**src/rtl/alu_in_arb_mux_pkg.sv**
```systemverilog
// Shared arbitration-mode constants and channel-index width helper for the ALU operand selectors.
package alu_in_arb_mux_pkg;

    localparam logic MODE_FIXED = 1'b0;
    localparam logic MODE_RR    = 1'b1;

    // A single channel still needs a 1-bit index so out_ch is never zero-width.
    function automatic int ch_w_f(input int n);
        return (n <= 2) ? 1 : $clog2(n);
    endfunction

endpackage

```
**src/rtl/alu_in_arb_mux_rr_grant.sv**
```systemverilog
// Combinational one-hot grant: lowest requester (fixed) or first requester at/after ptr with wrap (round-robin).
module rr_grant
    import alu_in_arb_mux_pkg::*;
#(
    parameter  int N_CH = 2,
    localparam int CH_W = ch_w_f(N_CH)
) (
    input  logic [N_CH-1:0] req,
    input  logic [CH_W-1:0] ptr,
    input  logic            mode,
    output logic [N_CH-1:0] gnt,
    output logic [CH_W-1:0] idx,
    output logic            any
);

    int   base;
    logic found;

    // Two upward passes: channels at/after base first, then the wrapped-around ones below it.
    always_comb begin
        gnt   = '0;
        idx   = '0;
        found = 1'b0;
        base  = (mode == MODE_RR) ? int'(ptr) : 0;
        for (int i = 0; i < N_CH; i++) begin
            if (!found && req[i] && (i >= base)) begin
                found  = 1'b1;
                gnt[i] = 1'b1;
                idx    = CH_W'(i);
            end
        end
        for (int i = 0; i < N_CH; i++) begin
            if (!found && req[i] && (i < base)) begin
                found  = 1'b1;
                gnt[i] = 1'b1;
                idx    = CH_W'(i);
            end
        end
        any = |req;
    end

endmodule

```
**src/rtl/alu_in_arb_mux.sv**
```systemverilog
// Registered N-to-1 operand selector with valid/ready per channel and fixed or round-robin arbitration.
// One-cycle latency; a held beat with out_ready low stalls every input.
module alu_in_arb_mux
    import alu_in_arb_mux_pkg::*;
#(
    parameter  int WIDTH = 6,
    parameter  int N_CH  = 2,
    localparam int CH_W  = ch_w_f(N_CH)
) (
    input  logic                  clk,
    input  logic                  rst_n,
    input  logic                  mode,
    input  logic [N_CH*WIDTH-1:0] in_data,
    input  logic [N_CH-1:0]       in_valid,
    output logic [N_CH-1:0]       in_ready,
    output logic [WIDTH-1:0]      out_data,
    output logic [CH_W-1:0]       out_ch,
    output logic                  out_valid,
    input  logic                  out_ready
);

    logic [N_CH-1:0]  gnt;
    logic [CH_W-1:0]  g_idx;
    logic             g_any;
    logic             load;
    logic [WIDTH-1:0] sel_data;

    logic [WIDTH-1:0] out_data_q, out_data_d;
    logic [CH_W-1:0]  out_ch_q, out_ch_d;
    logic             out_valid_q, out_valid_d;
    logic [CH_W-1:0]  ptr_q, ptr_d;

    rr_grant #(.N_CH(N_CH)) u_grant (
        .req  (in_valid),
        .ptr  (ptr_q),
        .mode (mode),
        .gnt  (gnt),
        .idx  (g_idx),
        .any  (g_any)
    );

    assign load     = (!out_valid_q || out_ready) && g_any;
    // Gate with rst_n so no upstream beat is consumed while reset is held.
    assign in_ready = (load && rst_n) ? gnt : '0;

    always_comb begin
        sel_data = '0;
        for (int i = 0; i < N_CH; i++) begin
            if (gnt[i]) begin
                sel_data = in_data[i*WIDTH +: WIDTH];
            end
        end
    end

    always_comb begin
        out_data_d  = out_data_q;
        out_ch_d    = out_ch_q;
        out_valid_d = out_valid_q;
        ptr_d       = ptr_q;
        if (load) begin
            out_data_d  = sel_data;
            out_ch_d    = g_idx;
            out_valid_d = 1'b1;
            if (mode == MODE_RR) begin
                ptr_d = (g_idx == CH_W'(N_CH - 1)) ? '0 : g_idx + CH_W'(1);
            end
        end else if (out_ready) begin
            out_valid_d = 1'b0;
        end
    end

    always_ff @(posedge clk or negedge rst_n) begin
        if (!rst_n) begin
            out_data_q  <= '0;
            out_ch_q    <= '0;
            out_valid_q <= 1'b0;
            ptr_q       <= '0;
        end else begin
            out_data_q  <= out_data_d;
            out_ch_q    <= out_ch_d;
            out_valid_q <= out_valid_d;
            ptr_q       <= ptr_d;
        end
    end

    assign out_data  = out_data_q;
    assign out_ch    = out_ch_q;
    assign out_valid = out_valid_q;

endmodule
```
**config.mk**
```make
export PLATFORM = sky130hd
export DESIGN_NAME = alu_in_arb_mux
export DESIGN_NICKNAME = d
export VERILOG_FILES = /design/src/rtl/alu_in_arb_mux_pkg.sv /design/src/rtl/alu_in_arb_mux_rr_grant.sv /design/src/rtl/alu_in_arb_mux.sv
export SDC_FILE = /design/constraint.sdc
export NUM_CORES = 1
export LEC_CHECK = 0
export ABC_AREA = 1
export CAP_MARGIN = 20
export CORE_ASPECT_RATIO = 0.8
export CORE_MARGIN = 8
export CORE_UTILIZATION = 30
export CTS_CLUSTER_SIZE = 16
export DETAILED_ROUTE_END_ITERATION = 8
export PLACE_DENSITY = 0.72
export SLEW_MARGIN = 5
export SYNTH_ARGS = -nofsm -noshare
export SYNTH_HDL_FRONTEND = slang
export SYNTH_SLANG_ARGS = --single-unit
```
**constraint.sdc**
```tcl
create_clock -name clk -period 2.45 [get_ports clk]
set_clock_uncertainty 0.15 [all_clocks]
set_input_delay 0.49 -clock clk [delete_from_list [all_inputs] [get_ports clk]]
set_output_delay 0.49 -clock clk [all_outputs]
set_load 0.05 [all_outputs]
```
==> summary.md, run 1 <==
| Metric | Value |
|---|---|
| Met2 wire len | 652 um |
| Total wire length | 1560 um |
| Final ANT Viol Nets | 0 |
| Num rows | 13 |
| Top Metal Used | met4 |
| Die height | 52.9 um |
| Mapped cell area | 510 sq um |
| Peak supply drop | 0.351 mV |
| Metal-1 WL | 716 um |
| Synth area leaders | dfrtp_1 44%, nand2_1 24%, nand3_1 14%, inv_1 2.9%, buf_6 2.2% |
| Vias in the first global route | 525 |
| Share of cells above drive strength 1 | 14.4% |
| Clock Path Buffers | 2 |
| Register area share after synthesis | 44.1% |
| Hold_buf cts | 0 |
| Post-Syn Area per Cell | 7.29 sq um |
| Worst Hold Class | reg2reg |
| PwrDens | 582 nW/um^2 |
| DRT iter0 DRCs | 22 |
| Synth warn | 0 |
| Commonest non-fill, non-tap cell in the layout | nand2_1 |
| DRT Pass-1 Iters | 4 |
| RD Place Congestion | 0.808 |
| Ratio of final minimum period to clock period | 95.5% |
| Worst-skew pair later-pin latency | 0.27 ns |
| CP arrival | 1.70 ns |
| Critical Path Sink Type | output port |
| Post-Route Utilization | 54.5% |
| Total clock sinks | 9 |
| Vias | 572 |
| Clock root buffer | clkbuf_4 |
| Mapped Nets | 88 |
| Non-Filler Cell Area, Final | 878 sq um |
| Area grow syn2layout | 72.1% |
| Kind of critical path | in2out |
| Leak | 0.000433 uW |
| Count of input and output buffers | 27 |
| Vias/cell | 4.54 |
| Die Footprint | 3290 sq um |
| GRT Resource Usage Total | 10.0% |
| Critical path's slowest cell | clkdlybuf4s50_1 |
| Final setup vio count | 0 |
| Largest net degree at the start of global routing | 10 |
| Net count, final | 123 |
| Crit path largest cell delay | 0.55 ns |
| Setup TNS | 0 ns |
| R2R Setup Slk | 1.24 ns |
| Synth area leader | dfrtp_1 |
| Initial antenna violation count | 0 |
| Post-CTS Setup Bufs | 0 |
| Distinct cells, synth | 13 |
| Core region area | 1610 sq um |
| RSZ-0062 raised after global routing | false |
| Status | finished, final reports clean |
| Met3 routed WL | 183 um |
| Post-synthesis instance total | 70 |
| Buf+Inv Stages, Crit Path | 3 |
| Max-cap violations | 0 |
| Number of remaining DRC errors | 0 |
| Max Clk Rate | 427 MHz |
| WL/cell | 12.4 um |
| Yosys reg bits | 9 |
| Slew @ Worst Pin | 0.501 ns |
| IO Pins | 28 |
| CTS resizes | 0 |
| ANT cells | 0 |
| Worst-path maximum fanout | 8 |
| Global-route wire length before repair | 2510 um |
| Final hold viol count | 0 |
| Worst Path Required | 1.81 ns |
| # H-tree levels | 1 |
| Die width | 62.1 um |
| Most frequent cells in the layout | 32 x nand2_1, 25 x clkdlybuf4s50_1, 14 x nand3_1, 9 x dfrtp_1, 5 x buf_4 |
| Final min period | 2.34 ns |
| Post-DP HPWL | 1230 um |
| Slew Viols, Final | 0 |
| CTS tree | built |
| Synth top area share | 44.1% |
| Kind of start point of the critical path | input pin |
| Crit-path leading delay family | buffers and inverters |
| Cts bufs inserted | 3 |
| Worst slew margin | 66.5% |
| Placed inst area | 852 sq um |
| Clock transition at the registers of the reported paths | 0.07 ns |
| GRT overflow | 0 |
| Crit-path cells | clkdlybuf4s50_1 -> inv_1 -> nand2_1 -> nand2_1 -> nor3b_2 -> buf_12 |
| Most frequent CP cell | nand2_1 |
| Initial Utilization | 31.7% |
[power by group]
group	switching (uW)	internal, uW
Sequential	12.0	169
Clock	55.0	62.8
Combinational	127	85.8
Total	194	318
[state kept, by name, summed over array words and instances, names as in the netlist]
name	cells
ptr_q	1
out_ch	1
out_valid	1
out_data	6
[through the flow]
step	std cells	hold slack, ns	setup slack (ns)	total power [uW]
floorplan	70	0.0444	0.247	304
global placement	122	0.306	0.134	395
detailed placement	122	0.315	0.104	397
CTS	126	0.334	0.103	519
global route	126	0.358	0.00877	545
finish	126	0.330	0.110	512
[tightest hold or removal path, cell delays in order, from the launching register on]
cell     delay, ns
dfrtp_1       0.35
nand2_1       0.05
nand2_1       0.05
[cell type report]
type,instances,area (sq um)
timing repair buffer,32,328
inverter,4,15.0
clock buffer,4,26.3
fill,150,732
sequential,9,225
multi-input combinational,55,256
tap,22,27.5
[kinds of logic after synthesis]
family / Yosys count / share of synthesized area, %
AND/OR/NAND/NOR: 54 / 47.6
buffers and inverters: 6 / 6.62
AO/OA/AOI/OAI: 1 / 1.72
flip-flops: 9 / 44.1
[synth_stat cells]
library cell,n
buf_4,1
nand3_1,14
dfrtp_1,9
nor2_4,1
nand2_1,32
nor2_1,3
nand2_2,1
o21ai_2,1
nand3_2,1
nand4_1,1
inv_1,4
nor3b_1,1
buf_6,1
[final timing paths]
check | depth (start not counted) | to | start
worst min-delay path | 2 | out_data[0]$_DFFE_PN0P_ | out_data[0]$_DFFE_PN0P_
max in group asynchronous | 2 | out_data[2]$_DFFE_PN0P_ | rst_n
min in group asynchronous | 2 | out_valid$_DFFE_PN0P_ | rst_n
worst min register to register | 2 | out_data[0]$_DFFE_PN0P_ | out_data[0]$_DFFE_PN0P_
worst max-delay path | 6 | in_ready[0] | in_valid[1]
worst max register to register | 7 | out_data[3]$_DFFE_PN0P_ | ptr_q$_DFFE_PN0P_
[per-layer routing]
metal | global-route usage (%) | vias to the layer above
met3 | 6.74 | 2
met5 | 0 | -
met2 | 13.9 | 33
met4 | 3.09 | 0
met1 | 12.2 | 244
li1 | - | 293
Note: power is estimated with default switching activity, not from simulation.
==> run 2: changes to the inputs <==
Settings changed: CAP_MARGIN 20 to not set.
==> results of run 2 <==
Final layout, timing and power as in run 1 (identical DEF).
==> run 3: changes to the inputs <==
Settings changed: CAP_MARGIN set to 20, CORE_MARGIN 8 to 3.
==> run 3 against run 2 <==
Against the previous run:
- sequential cell count unchanged
- critical path depth is 1 lower
- first-iteration DRC count fell by 50%
- routed wire length down 3.8%
- global-route usage rose by 5.3 points
- sequential power barely moved
- core utilization up 5.0 points
- maximum frequency increased by 1.7%
- sequential share of layout area fell by 0.18 points
==> summary.md, run 3 (same netlist as run 1, synthesis figures left out) <==
| Metric | Value |
|---|---|
| Status | finished, final reports clean |
| Net count, final | 124 |
| Final hold viol count | 0 |
| Setup slack after layout | 0.149 ns |
| Commonest non-fill, non-tap cell in the layout | nand2_1 |
| CTS tree | built |
| Total wire length | 1500 um |
| Critical Path Sink Type | output port |
| RSZ-0062 raised after global routing | false |
| Kind of start point of the critical path | input pin |
| # H-tree levels | 1 |
| Clock Path Buffers | 2 |
| Vias in the first global route | 590 |
| Largest net degree at the start of global routing | 10 |
| Crit-path cells | clkdlybuf4s50_1 -> nand2_2 -> nand2_1 -> nor3b_2 -> buf_12 |
| Final setup vio count | 0 |
| CTS resizes | 0 |
| ANT cells | 0 |
| Slew Viols, Final | 0 |
| Vias | 591 |
| Worst slew margin | 65.5% |
| Global-route wire length before repair | 2490 um |
| Pre-CTS WS | 0.137 ns |
| Most frequent cells in the layout | 32 x nand2_1, 25 x clkdlybuf4s50_1, 14 x nand3_1, 9 x dfrtp_1, 6 x buf_4 |
| WL/cell | 11.9 um |
| CP arrival | 1.66 ns |
| Area grow syn2layout | 73.3% |
| RD Place Congestion | 0.754 |
| Clock transition at the registers of the reported paths | 0.06 ns |
| Core region area | 1490 sq um |
| Leak | 0.000438 uW |
| Crit path largest cell delay | 0.56 ns |
| Post-CTS Setup Bufs | 0 |
| Count of input and output buffers | 27 |
| Kind of critical path | in2out |
| Worst-skew pair later-pin latency | 0.25 ns |
| Die height | 42.9 um |
| Max Clk Rate | 435 MHz |
| DRT Pass-1 Iters | 4 |
| Die width | 52.1 um |
| Final ANT Viol Nets | 0 |
| Die Footprint | 2240 sq um |
| Num rows | 12 |
| Post-DP HPWL | 1190 um |
| Slew @ Worst Pin | 0.516 ns |
| Total clock sinks | 9 |
| Clock root buffer | clkbuf_4 |
| Worst-path maximum fanout | 4 |
| Setup TNS | 0 ns |
| Worst Path Required | 1.81 ns |
| Hold_buf cts | 0 |
| R2R Setup Slk | 1.24 ns |
| Vias/cell | 4.69 |
| GRT Resource Usage Total | 15.3% |
| PwrDens | 576 nW/um^2 |
| Peak supply drop | 0.247 mV |
| Buf+Inv Stages, Crit Path | 2 |
| Crit-path leading delay family | buffers and inverters |
| Share of cells above drive strength 1 | 15.2% |
| Cts bufs inserted | 3 |
| Worst Hold Class | reg2reg |
| DRT iter0 DRCs | 11 |
| Max-cap violations | 0 |
| Max reg flops | 6 |
| Final min period | 2.30 ns |
| Ratio of final minimum period to clock period | 93.9% |
| Initial Utilization | 34.3% |
| Number of remaining DRC errors | 0 |
| Initial antenna violation count | 0 |
| Critical path's slowest cell | clkdlybuf4s50_1 |
| GRT overflow | 0 |
| IO Pins | 28 |
[run 3: worst reg2reg max path: stages (launching register included)]
cell and delay (ns):
dfrtp_1 0.41, nand2_1 0.09, nand2_2 0.07, buf_4 0.17, nand3_1 0.07, nand2_1 0.05, nand2_1 0.05, nand2_1 0.05
[run 3: final cells by class]
| type | count | area [sq um] |
|---|---|---|
| Multi-Input combinational cell | 55 | 256 |
| Fill cell | 151 | 602 |
| Inverter | 4 | 15.0 |
| Sequential cell | 9 | 225 |
| Clock buffer | 4 | 26.3 |
| Tap cell | 21 | 26.3 |
| Timing Repair Buffer | 33 | 335 |
[run 3: routing by layer]
metal | up-vias | share of wire (%) | track usage, %
met1 | 274 | 44 | 17.1
met2 | 22 | 49 | 26.3
met4 | 0 | 0.53 | 7.85
met5 | - | 0 | 0
li1 | 293 | - | -
met3 | 2 | 6.3 | 3.86
[run 3: stage by stage]
stage	util, %	area [sq um]	power (uW)	std cells	hold WS (ns)
floorplan	-	515	304	70	0.0444
global placement	57.7	858	396	122	0.306
detailed placement	57.7	858	400	122	0.314
CTS	59.5	885	516	126	0.328
global route	59.5	885	541	126	0.357
finish	59.5	885	509	126	0.327
[run 3: worst paths after layout]
| kind | from | endpoint | cells after the start |
|---|---|---|---|
| max in group asynchronous | rst_n | out_data[0]$_DFFE_PN0P_ | 2 |
| hold reg to reg | out_ch$_DFFE_PN0P_ | out_ch$_DFFE_PN0P_ | 2 |
| min in group asynchronous | rst_n | out_valid$_DFFE_PN0P_ | 2 |
| setup / recovery | in_valid[0] | in_ready[0] | 5 |
| setup reg to reg | ptr_q$_DFFE_PN0P_ | out_data[1]$_DFFE_PN0P_ | 7 |
| hold / removal | out_ch$_DFFE_PN0P_ | out_ch$_DFFE_PN0P_ | 2 |
[run 3: power breakdown]
part,total [uW],switching [uW],internal [uW]
logic,214,127,86.8
registers,182,12.9,169
clock network,113,50.5,62.7
total,509,191,319
